**config.mk**
```make
export PLATFORM = sky130hd
export DESIGN_NAME = dense_node
export DESIGN_NICKNAME = d
export VERILOG_FILES = /design/src/rtl/dense_node.sv
export SDC_FILE = /design/constraint.sdc
export NUM_CORES = 1
export LEC_CHECK = 0
export CAP_MARGIN = 20
export CORE_ASPECT_RATIO = 1.5
export CORE_UTILIZATION = 55
export DETAILED_ROUTE_END_ITERATION = 10
export GPL_ROUTABILITY_DRIVEN = 0
export PLACE_DENSITY = 0.77
export SLEW_MARGIN = 10
export SYNTH_ARGS = -nofsm -noshare
export SYNTH_HDL_FRONTEND = slang
export SYNTH_SLANG_ARGS = --single-unit
```
**constraint.sdc**
```tcl
create_clock -name clk -period 8.8 [get_ports clk]
set_input_delay 2.2 -clock clk [delete_from_list [all_inputs] [get_ports clk]]
set_output_delay 2.2 -clock clk [all_outputs]
set_load 0.005 [all_outputs]
```
**src/rtl/dense_node.sv**
```systemverilog
// dense_node: buffers N unsigned inputs, MACs them against signed weights, drives an activation unit
// and, when training, relays the downstream error and applies the returned delta. Optional macro: BIAS_EN.
module dense_node #(
    parameter int N    = 4,
    parameter int RATE = 0
) (
    input  logic        clk,
    input  logic        rst,
    input  logic        en,
    input  logic        inp_stb,
    input  logic [7:0]  inp_dat,
    output logic        inp_rdy,
    output logic        arg_stb,
    output logic [15:0] arg_dat,
    input  logic        arg_rdy,
    input  logic        res_stb,
    input  logic [7:0]  res_dat,
    output logic        res_rdy,
    output logic        out_stb,
    output logic [7:0]  out_dat,
    input  logic        out_rdy,
    input  logic        bwd_stb,
    input  logic [15:0] bwd_dat,
    output logic        bwd_rdy,
    output logic        err_stb,
    output logic [15:0] err_dat,
    input  logic        err_rdy,
    input  logic        fbk_stb,
    input  logic [15:0] fbk_dat,
    output logic        fbk_rdy
);
    localparam int IW = $clog2(N);
    localparam int AW = 24 + IW + 1;

    localparam logic [2:0] ST_INP = 3'd0;
    localparam logic [2:0] ST_ARG = 3'd1;
    localparam logic [2:0] ST_RES = 3'd2;
    localparam logic [2:0] ST_OUT = 3'd3;
    localparam logic [2:0] ST_BWD = 3'd4;
    localparam logic [2:0] ST_ERR = 3'd5;
    localparam logic [2:0] ST_FBK = 3'd6;
    localparam logic [2:0] ST_UPD = 3'd7;

    logic [2:0]           state_q, state_d;
    logic [IW-1:0]        idx_q, idx_d;
    logic signed [AW-1:0] acc_q, acc_d;
    logic                 arg_stb_q, arg_stb_d;
    logic                 out_stb_q, out_stb_d;
    logic                 err_stb_q, err_stb_d;
    logic [15:0]          arg_dat_q, arg_dat_d;
    logic [7:0]           out_dat_q, out_dat_d;
    logic [15:0]          err_dat_q, err_dat_d;
    logic signed [15:0]   delta_q, delta_d;
    logic signed [15:0]   w_q [N];
    logic [7:0]           x_q [N];

    logic                 inp_ack;
    logic                 w_we;
    logic signed [15:0]   w_new;
    logic signed [24:0]   prod_in, prod_up, prod_up_sh;
    logic signed [39:0]   upd_diff, acc_wide;
`ifdef BIAS_EN
    logic signed [15:0]   b_q, b_d;
    logic                 bias_cyc_q, bias_cyc_d;
    logic signed [39:0]   bias_diff;
`endif

    function automatic logic [15:0] sat16(input logic signed [39:0] v);
        if (v > 40'sd32767)
            sat16 = 16'h7FFF;
        else if (v < -40'sd32768)
            sat16 = 16'h8000;
        else
            sat16 = v[15:0];
    endfunction

    // Accumulator start value for a pass: the bias placed at the Q8.8 binary point.
    function automatic logic signed [AW-1:0] acc_of_bias(input logic signed [15:0] b);
        acc_of_bias = $signed({{(AW-24){b[15]}}, b, 8'h00});
    endfunction

    assign inp_ack = inp_stb && (state_q == ST_INP);
    assign prod_in = w_q[idx_q] * $signed({1'b0, inp_dat});
    assign prod_up = delta_q * $signed({1'b0, x_q[idx_q]});
    assign prod_up_sh = prod_up >>> (8 + RATE);
    assign upd_diff = $signed({{24{w_q[idx_q][15]}}, w_q[idx_q]})
                    - $signed({{15{prod_up_sh[24]}}, prod_up_sh});
    assign w_new = sat16(upd_diff);
`ifdef BIAS_EN
    assign bias_diff = $signed({{24{b_q[15]}}, b_q})
                     - ($signed({{24{delta_q[15]}}, delta_q}) >>> RATE);
`endif

    always_comb begin
        state_d   = state_q;
        idx_d     = idx_q;
        acc_d     = acc_q;
        arg_stb_d = arg_stb_q;
        out_stb_d = out_stb_q;
        err_stb_d = err_stb_q;
        arg_dat_d = arg_dat_q;
        out_dat_d = out_dat_q;
        err_dat_d = err_dat_q;
        delta_d   = delta_q;
        w_we      = 1'b0;
        acc_wide  = '0;
`ifdef BIAS_EN
        b_d        = b_q;
        bias_cyc_d = bias_cyc_q;
`endif
        // All eight encodings are legal states, so no illegal state can be reached.
        case (state_q)
            ST_INP: if (inp_stb) begin
                acc_d = acc_q + $signed({{(AW-25){prod_in[24]}}, prod_in});
                idx_d = idx_q + 1'b1;
                if (idx_q == IW'(N - 1)) begin
                    idx_d     = '0;
                    state_d   = ST_ARG;
                    acc_wide  = $signed({{(40-AW){acc_d[AW-1]}}, acc_d});
                    arg_dat_d = sat16(acc_wide >>> 8);
                    arg_stb_d = 1'b1;
                end
            end
            ST_ARG: if (arg_stb_q && arg_rdy) begin
                arg_stb_d = 1'b0;
                state_d   = ST_RES;
            end
            ST_RES: if (res_stb) begin
                out_dat_d = res_dat;
                out_stb_d = 1'b1;
                state_d   = ST_OUT;
            end
            ST_OUT: if (out_stb_q && out_rdy) begin
                out_stb_d = 1'b0;
                if (en) begin
                    state_d = ST_BWD;
                end else begin
                    state_d = ST_INP;
`ifdef BIAS_EN
                    acc_d = acc_of_bias(b_q);
`else
                    acc_d = '0;
`endif
                end
            end
            ST_BWD: if (bwd_stb) begin
                err_dat_d = bwd_dat;
                err_stb_d = 1'b1;
                state_d   = ST_ERR;
            end
            ST_ERR: if (err_stb_q && err_rdy) begin
                err_stb_d = 1'b0;
                state_d   = ST_FBK;
            end
            ST_FBK: if (fbk_stb) begin
                delta_d = fbk_dat;
                state_d = ST_UPD;
            end
            ST_UPD: begin
`ifdef BIAS_EN
                if (bias_cyc_q) begin
                    b_d        = sat16(bias_diff);
                    bias_cyc_d = 1'b0;
                    acc_d      = acc_of_bias(b_d);
                    state_d    = ST_INP;
                end else begin
                    w_we  = 1'b1;
                    idx_d = idx_q + 1'b1;
                    if (idx_q == IW'(N - 1)) begin
                        idx_d      = '0;
                        bias_cyc_d = 1'b1;
                    end
                end
`else
                w_we  = 1'b1;
                idx_d = idx_q + 1'b1;
                if (idx_q == IW'(N - 1)) begin
                    idx_d   = '0;
                    acc_d   = '0;
                    state_d = ST_INP;
                end
`endif
            end
            default: state_d = ST_INP;
        endcase
    end

    always_ff @(posedge clk or posedge rst) begin
        if (rst) begin
            state_q   <= ST_INP;
            idx_q     <= '0;
            acc_q     <= '0;
            arg_stb_q <= 1'b0;
            out_stb_q <= 1'b0;
            err_stb_q <= 1'b0;
            arg_dat_q <= '0;
            out_dat_q <= '0;
            err_dat_q <= '0;
            delta_q   <= '0;
        end else begin
            state_q   <= state_d;
            idx_q     <= idx_d;
            acc_q     <= acc_d;
            arg_stb_q <= arg_stb_d;
            out_stb_q <= out_stb_d;
            err_stb_q <= err_stb_d;
            arg_dat_q <= arg_dat_d;
            out_dat_q <= out_dat_d;
            err_dat_q <= err_dat_d;
            delta_q   <= delta_d;
        end
    end

    always_ff @(posedge clk or posedge rst) begin
        if (rst) begin
            for (int i = 0; i < N; i++) w_q[i] <= '0;
        end else if (w_we) begin
            w_q[idx_q] <= w_new;
        end
    end

    // The input buffer needs no reset: every slot is rewritten before it is read.
    always_ff @(posedge clk) begin
        if (inp_ack) x_q[idx_q] <= inp_dat;
    end

`ifdef BIAS_EN
    always_ff @(posedge clk or posedge rst) begin
        if (rst) begin
            b_q        <= '0;
            bias_cyc_q <= 1'b0;
        end else begin
            b_q        <= b_d;
            bias_cyc_q <= bias_cyc_d;
        end
    end
`endif

    assign inp_rdy = (state_q == ST_INP);
    assign res_rdy = (state_q == ST_RES);
    assign bwd_rdy = (state_q == ST_BWD);
    assign fbk_rdy = (state_q == ST_FBK);
    assign arg_stb = arg_stb_q;
    assign arg_dat = arg_dat_q;
    assign out_stb = out_stb_q;
    assign out_dat = out_dat_q;
    assign err_stb = err_stb_q;
    assign err_dat = err_dat_q;
endmodule

```
# After elaboration in Yosys (flattened, before gate mapping)
# Memories as Yosys holds them, arrays and structs flattened.
# Index checks and enable logic that the tools add are counted.
[word_totals]
reg_bits = 155
latchBits = 0
ram_bits = 32
mem_bits_ro = 0
output_inout_bits = 47
word_cells = 108
n_memories = 1
[memory_table]
columns = ["memory", "words", "width", "rd", "rd_clocked_by_memory_dff", "wr", "line", "text"]
rows = [
  ["x_q", 4, 8, 1, 0, 1, "55", "logic [7:0] x_q [N];"],
]
[classes]
add_sub_neg = 3
mul = 2
div_mod_pow = 0
magnitude_cmp = 6
n_eq_ne = 18
n_shift = 0
muxes = 42
bitwise_logic = 1
n_reduce_logical = 21
[ops]
columns = ["operator", "count"]
rows = [
  ["$mux W16", 7],
  ["$mux W27", 4],
  ["$pmux W27 S3", 1],
  ["$bwmux W64", 1],
  ["$mul A16 B9 Y25", 2],
  ["$bmux W16 S2", 1],
  ["$demux W16 S2", 1],
  ["$mux W3", 10],
  ["$add A27 B25 Y27", 1],
  ["$pmux W3 S8", 1],
  ["$gt A19 B16 Y1 const B", 1],
  ["$lt A19 B16 Y1 const B", 1],
  ["$gt A18 B16 Y1 const B", 1],
  ["$lt A18 B16 Y1 const B", 1],
  ["$ne A2 B2 Y1 const B", 9],
  ["$sub A16 B17 Y18", 1],
  ["$eq A3 B3 Y1 const B", 4],
  ["$mux W1", 10],
  ["$reduce_and A3 Y1", 3],
  ["$reduce_and A9 Y1", 1],
  ["$reduce_and A2 Y1", 4],
  ["$reduce_bool A2 Y1", 4],
  ["$eq A3 B2 Y1 const B", 2],
  ["$pmux W1 S2", 3],
  ["other kinds (14)", 19],
]

# Longest topological paths before layout
[depth]
word_depth = 9
mapped_depth = 35
ltp_nobuf = 31

# Worst setup path after synthesis
# No wires, ideal clock.
[synth_path]
kind = "register -> register"
from = "register idx_q[0]"
to = "register w_q[20] (netlist name)"
arrival_ns = 8.654
required_time_ns = 8.679
path_slack_ns = 0.025
stages_incl_launch_ff = 33
period_less_slack_ns = 8.775
path_cell_list = "dfrtp_1 > buf_4 > buf_1 > mux4_2 > clkbuf_1 > and2_1 > fa_1 > fa_1 > inv_1 > fa_1 > inv_1 > fa_1 > ha_1 > o211ai_1 > o31ai_1 > a2111oi_0 > a21oi_2 > nor4_2 > nor2_1 > and2_1 > o21a_1 > or2_2 > ha_1 > a21o_1 > a21oi_1 > a21boi_0 > a311o_1 > o31a_1 > a21boi_1 > a211oi_2 > buf_4 > nor2_2 > o22a_1"
[synth_via]
elab_chain_cells = 9
[synth_rtl]
columns = ["item", "line", "text"]
rows = [
  ["from (decl)", "45", "logic [IW-1:0] idx_q, idx_d;"],
  ["from (signal assigned)", "202", "idx_q <= idx_d;"],
  ["parallel branches: the longest is 8 deep, another holds $mul A16 B9 Y25", "n/a", ""],
  ["$bwmux W64 *", "218", "w_q[idx_q] <= w_new;"],
  ["to (signal, indexed assignment)", "218", ""],
  ["to (decl)", "54", "logic signed [15:0] w_q [N];"],
]
# Every way passes the cells marked *. The select of a mux whose other input is x is not followed.
# A chain may end at the register's enable or synchronous reset.

# Final worst setup path
[layout_path]
from = "register idx_q[1]"
to = "register w_q[32] (netlist name)"
# The elaborated chain is that of the path after synthesis.

==> run_results.csv <==
group,metric,value,unit
outcome,status,"completed",
yosys,synth_top_family_by_area,"adder cells",
yosys,synth_area_leaders,"fa_1, dfrtp_1, ha_1",
layout,multiInputGateArea,11850,sq um
yosys,yosysTopAreaCellShare,25.47,%
sta,period_minus_slack,8334,ps
setup_path,endpoint_kind,"flop",
setup_path,path_class,"flop to flop",
clock_network,cts_tree,"built",
yosys,synth.distinct_cells,66,
yosys,synthSimpleGateAreaFrac,13.17,%
setup_path,path_buf_inv,2,
sta,max-slew-margin-rel,30.97,%
placed_design,hpwl,31.64,mm
global_routing,track_usage,26.03,%
setup_path,cp-start-kind,"flop",
yosys,synth_compound_area_share,9.801,%
yosys,yosys.area_share.adder,34.23,%
yosys,netlist_area,18000,sq um
clock_network,holdBufCountCts,0,
die,die_area,33470,sq um
global_routing,grt_max_degree,88,
clock_network,cts.sinks,187,
setup_path,worst_ep_arrival_time,8680,ps
worst_hold_path,hold_path.class,"flop to flop",
yosys,yosysWarningCount,0,
setup_path,required,9150,ps
clock_network,clock_latency,460,ps
yosys,synth.mux.area_fraction,5.623,%
die,core_region_area,32030,sq um
drt,num_vias,12880,
setup_path,slowest_stage,"dfrtp_1",
clock_network,cts-root-buf,"clkbuf_16",
drt,drc,0,
setup_path,cpPeakStageDelay,660,ps
sta,timing.setup.tns,0,ps
die,floorplan.initialDensity,56.20,%
sta,finalSetupViolCount,0,
clock_network,cts_made_buffers,17,
global_routing,grt_pass1_wl,68.07,mm
die,rows,80,
placed_design,detailedPlace.worstSlack,-212.9,ps
setup_path,crit_fanout,11,
yosys,synth_top_area_cell,"fa_1",
layout,mostFrequentLayoutCells,"inv_1, fa_1, nand2_1",
yosys,synthXorXnorAreaFrac,2.822,%
sta,finalWorstSetupSlack,465.8,ps
setup_path,crit_top_cell,"fa_1",
layout,antennaDiodeCount,0,
sta,finalHoldViolations,0,
drt,drt-pass1-iter-count,5,
layout,final_common_cell,"inv_1",
die,die_h,223.6,um
setup_path,crit_family,"adder cells",
flow_run,maxCapViolCount,0,
yosys,synthCells,1761,
layout,drive_gt1_share,9.004,%
yosys,synthArstFlopShare,82.89,%
sta,fmax,120.0,MHz
yosys,syn_avg_cell_area,10.22,sq um
global_routing,antenna_found_initial,0,
die,die_x,149.7,um
yosys,ys_ff_latch,187,
drt,vias_per_cell,5.603,
yosys,ys.flop_type,"dfrtp_1",
global_routing,grt_pass1_vias,14060,
sta,min_period_over_period,94.71,%
layout,layout.nets,2288,
sta,maxSlewViolCount,0,
sta,tightestPinTransition,1033,ps
yosys,synth_nets,2174,
drt,wl_per_cell,17.23,um
layout,seqCellArea,4841,sq um
clock_network,h-tree-depth,4,
clock_network,clock_path_buffers,2,
yosys,synth-edff-count,32,
sta,final.setup_skew,12.58,ps
drt,wirelength,39.59,mm
global_routing,overflow,0,
die,io_pins,105,
yosys,synth.yosys.seq_area_share,26.89,%
layout,area_growth,12.93,%
clock_network,postCtsSetupBuffers,0,
drt,ant_nets,0,
clock_network,clk_pin_slew,80,ps
layout,final.fill_count,2560,
placed_design,io_buffer_count,104,
drt,drt_iter0_markers,452,
==> kinds of logic (layout without fill, tap and decap cells) <==
| group | after synthesis | in the layout |
|---|---|---|
| AOI/OAI and AO/OA | 260 | 260 |
| buffers and inverters | 353 | 480 |
| adders and majority gates | 355 | 355 |
| xor gates and xnor gates | 58 | 58 |
| and+or+nand+nor | 482 | 482 |
| DFF | 187 | 187 |
| muxes | 66 | 66 |
==> per-layer routing <==
metal / share of wire [%] / global-route usage, %
met4: 4.5 / 12.74
met1: 38 / 29.96
met2: 54 / 46.80
met3: 3.4 / 3.727
met5: 0 / 0
==> worst min-delay path: cells and delay by family (launching register included) <==
kind,cells,cell delay (ps)
and+or+nand+nor,1,50
AOI/OAI and AO/OA,1,50
DFF,1,350
==> cells in the mapped netlist, drive strengths merged (3+ instances only) <==
cell type / number
o31ai: 7
nor3: 13
or2: 4
nand3: 11
and3: 6
o22ai: 16
o21ai: 70
xor2: 23
mux2: 41
nor2b: 7
edfxtp: 32
nor3b: 3
inv: 300
or3: 3
a21oi: 47
a31oi: 8
dfrtp: 155
nor2: 60
a21boi: 5
o21a: 10
a21o: 19
nand4: 5
o211ai: 3
nor4: 5
or4: 5
nand2: 200
a211oi: 4
xnor2: 35
ha: 126
mux4: 24
fa: 229
nand2b: 13
clkbuf: 33
buf: 19
a22o: 4
and2: 145
o22a: 48
==> flip-flops by register name (all words and copies together) (netlist names) <==
name     cells
x_q         32
state_q      3
acc_q       27
err_dat     16
arg_dat     16
arg_stb      1
out_stb      1
idx_q        2
delta_q     16
out_dat      8
err_stb      1
w_q         64
==> stage by stage <==
step	instance area [sq um]	cells	hold slack (ps)	utilization (%)
global route	20330	2298	504.3	63.46
floorplan	18000	1761	443.2	-
global placement	19670	2264	458.3	61.41
detailed placement	19680	2265	471.1	61.43
CTS	20290	2297	490.8	63.36
finish	20330	2298	487.7	63.46
==> layout make-up <==
type,instances,share of cell area [%]
well taps,410,2.524
multi-input cells,1221,58.28
repair buffers,147,6.770
inverters,301,5.583
flip-flops and latches,187,23.81
clock inverters,15,0.9356
clock buffers,17,2.093
==> path summary, 6_finish.rpt <==
check,start,endpoint,slack [ps],cells after the start
min in group asynchronous,rst,out_dat[3],2280,2
setup / recovery,idx_q[1],w_q[32],470,28
hold / removal,w_q[26],w_q[26],490,2
hold reg to reg,w_q[26],w_q[26],490,2
setup reg to reg,idx_q[1],w_q[32],470,28
max in group asynchronous,rst,idx_q[0],5030,3
==> repair_timing <==
| action | CTS | global route |
|---|---|---|
| gates resized for setup | 0 | 9 |
| setup endpoints to repair | 0 | 56 |
| hold endpoints to repair | 0 | 0 |
Power is not shown: default switching activity piles up to over one toggle a cycle in this logic, so the estimate is an artifact.
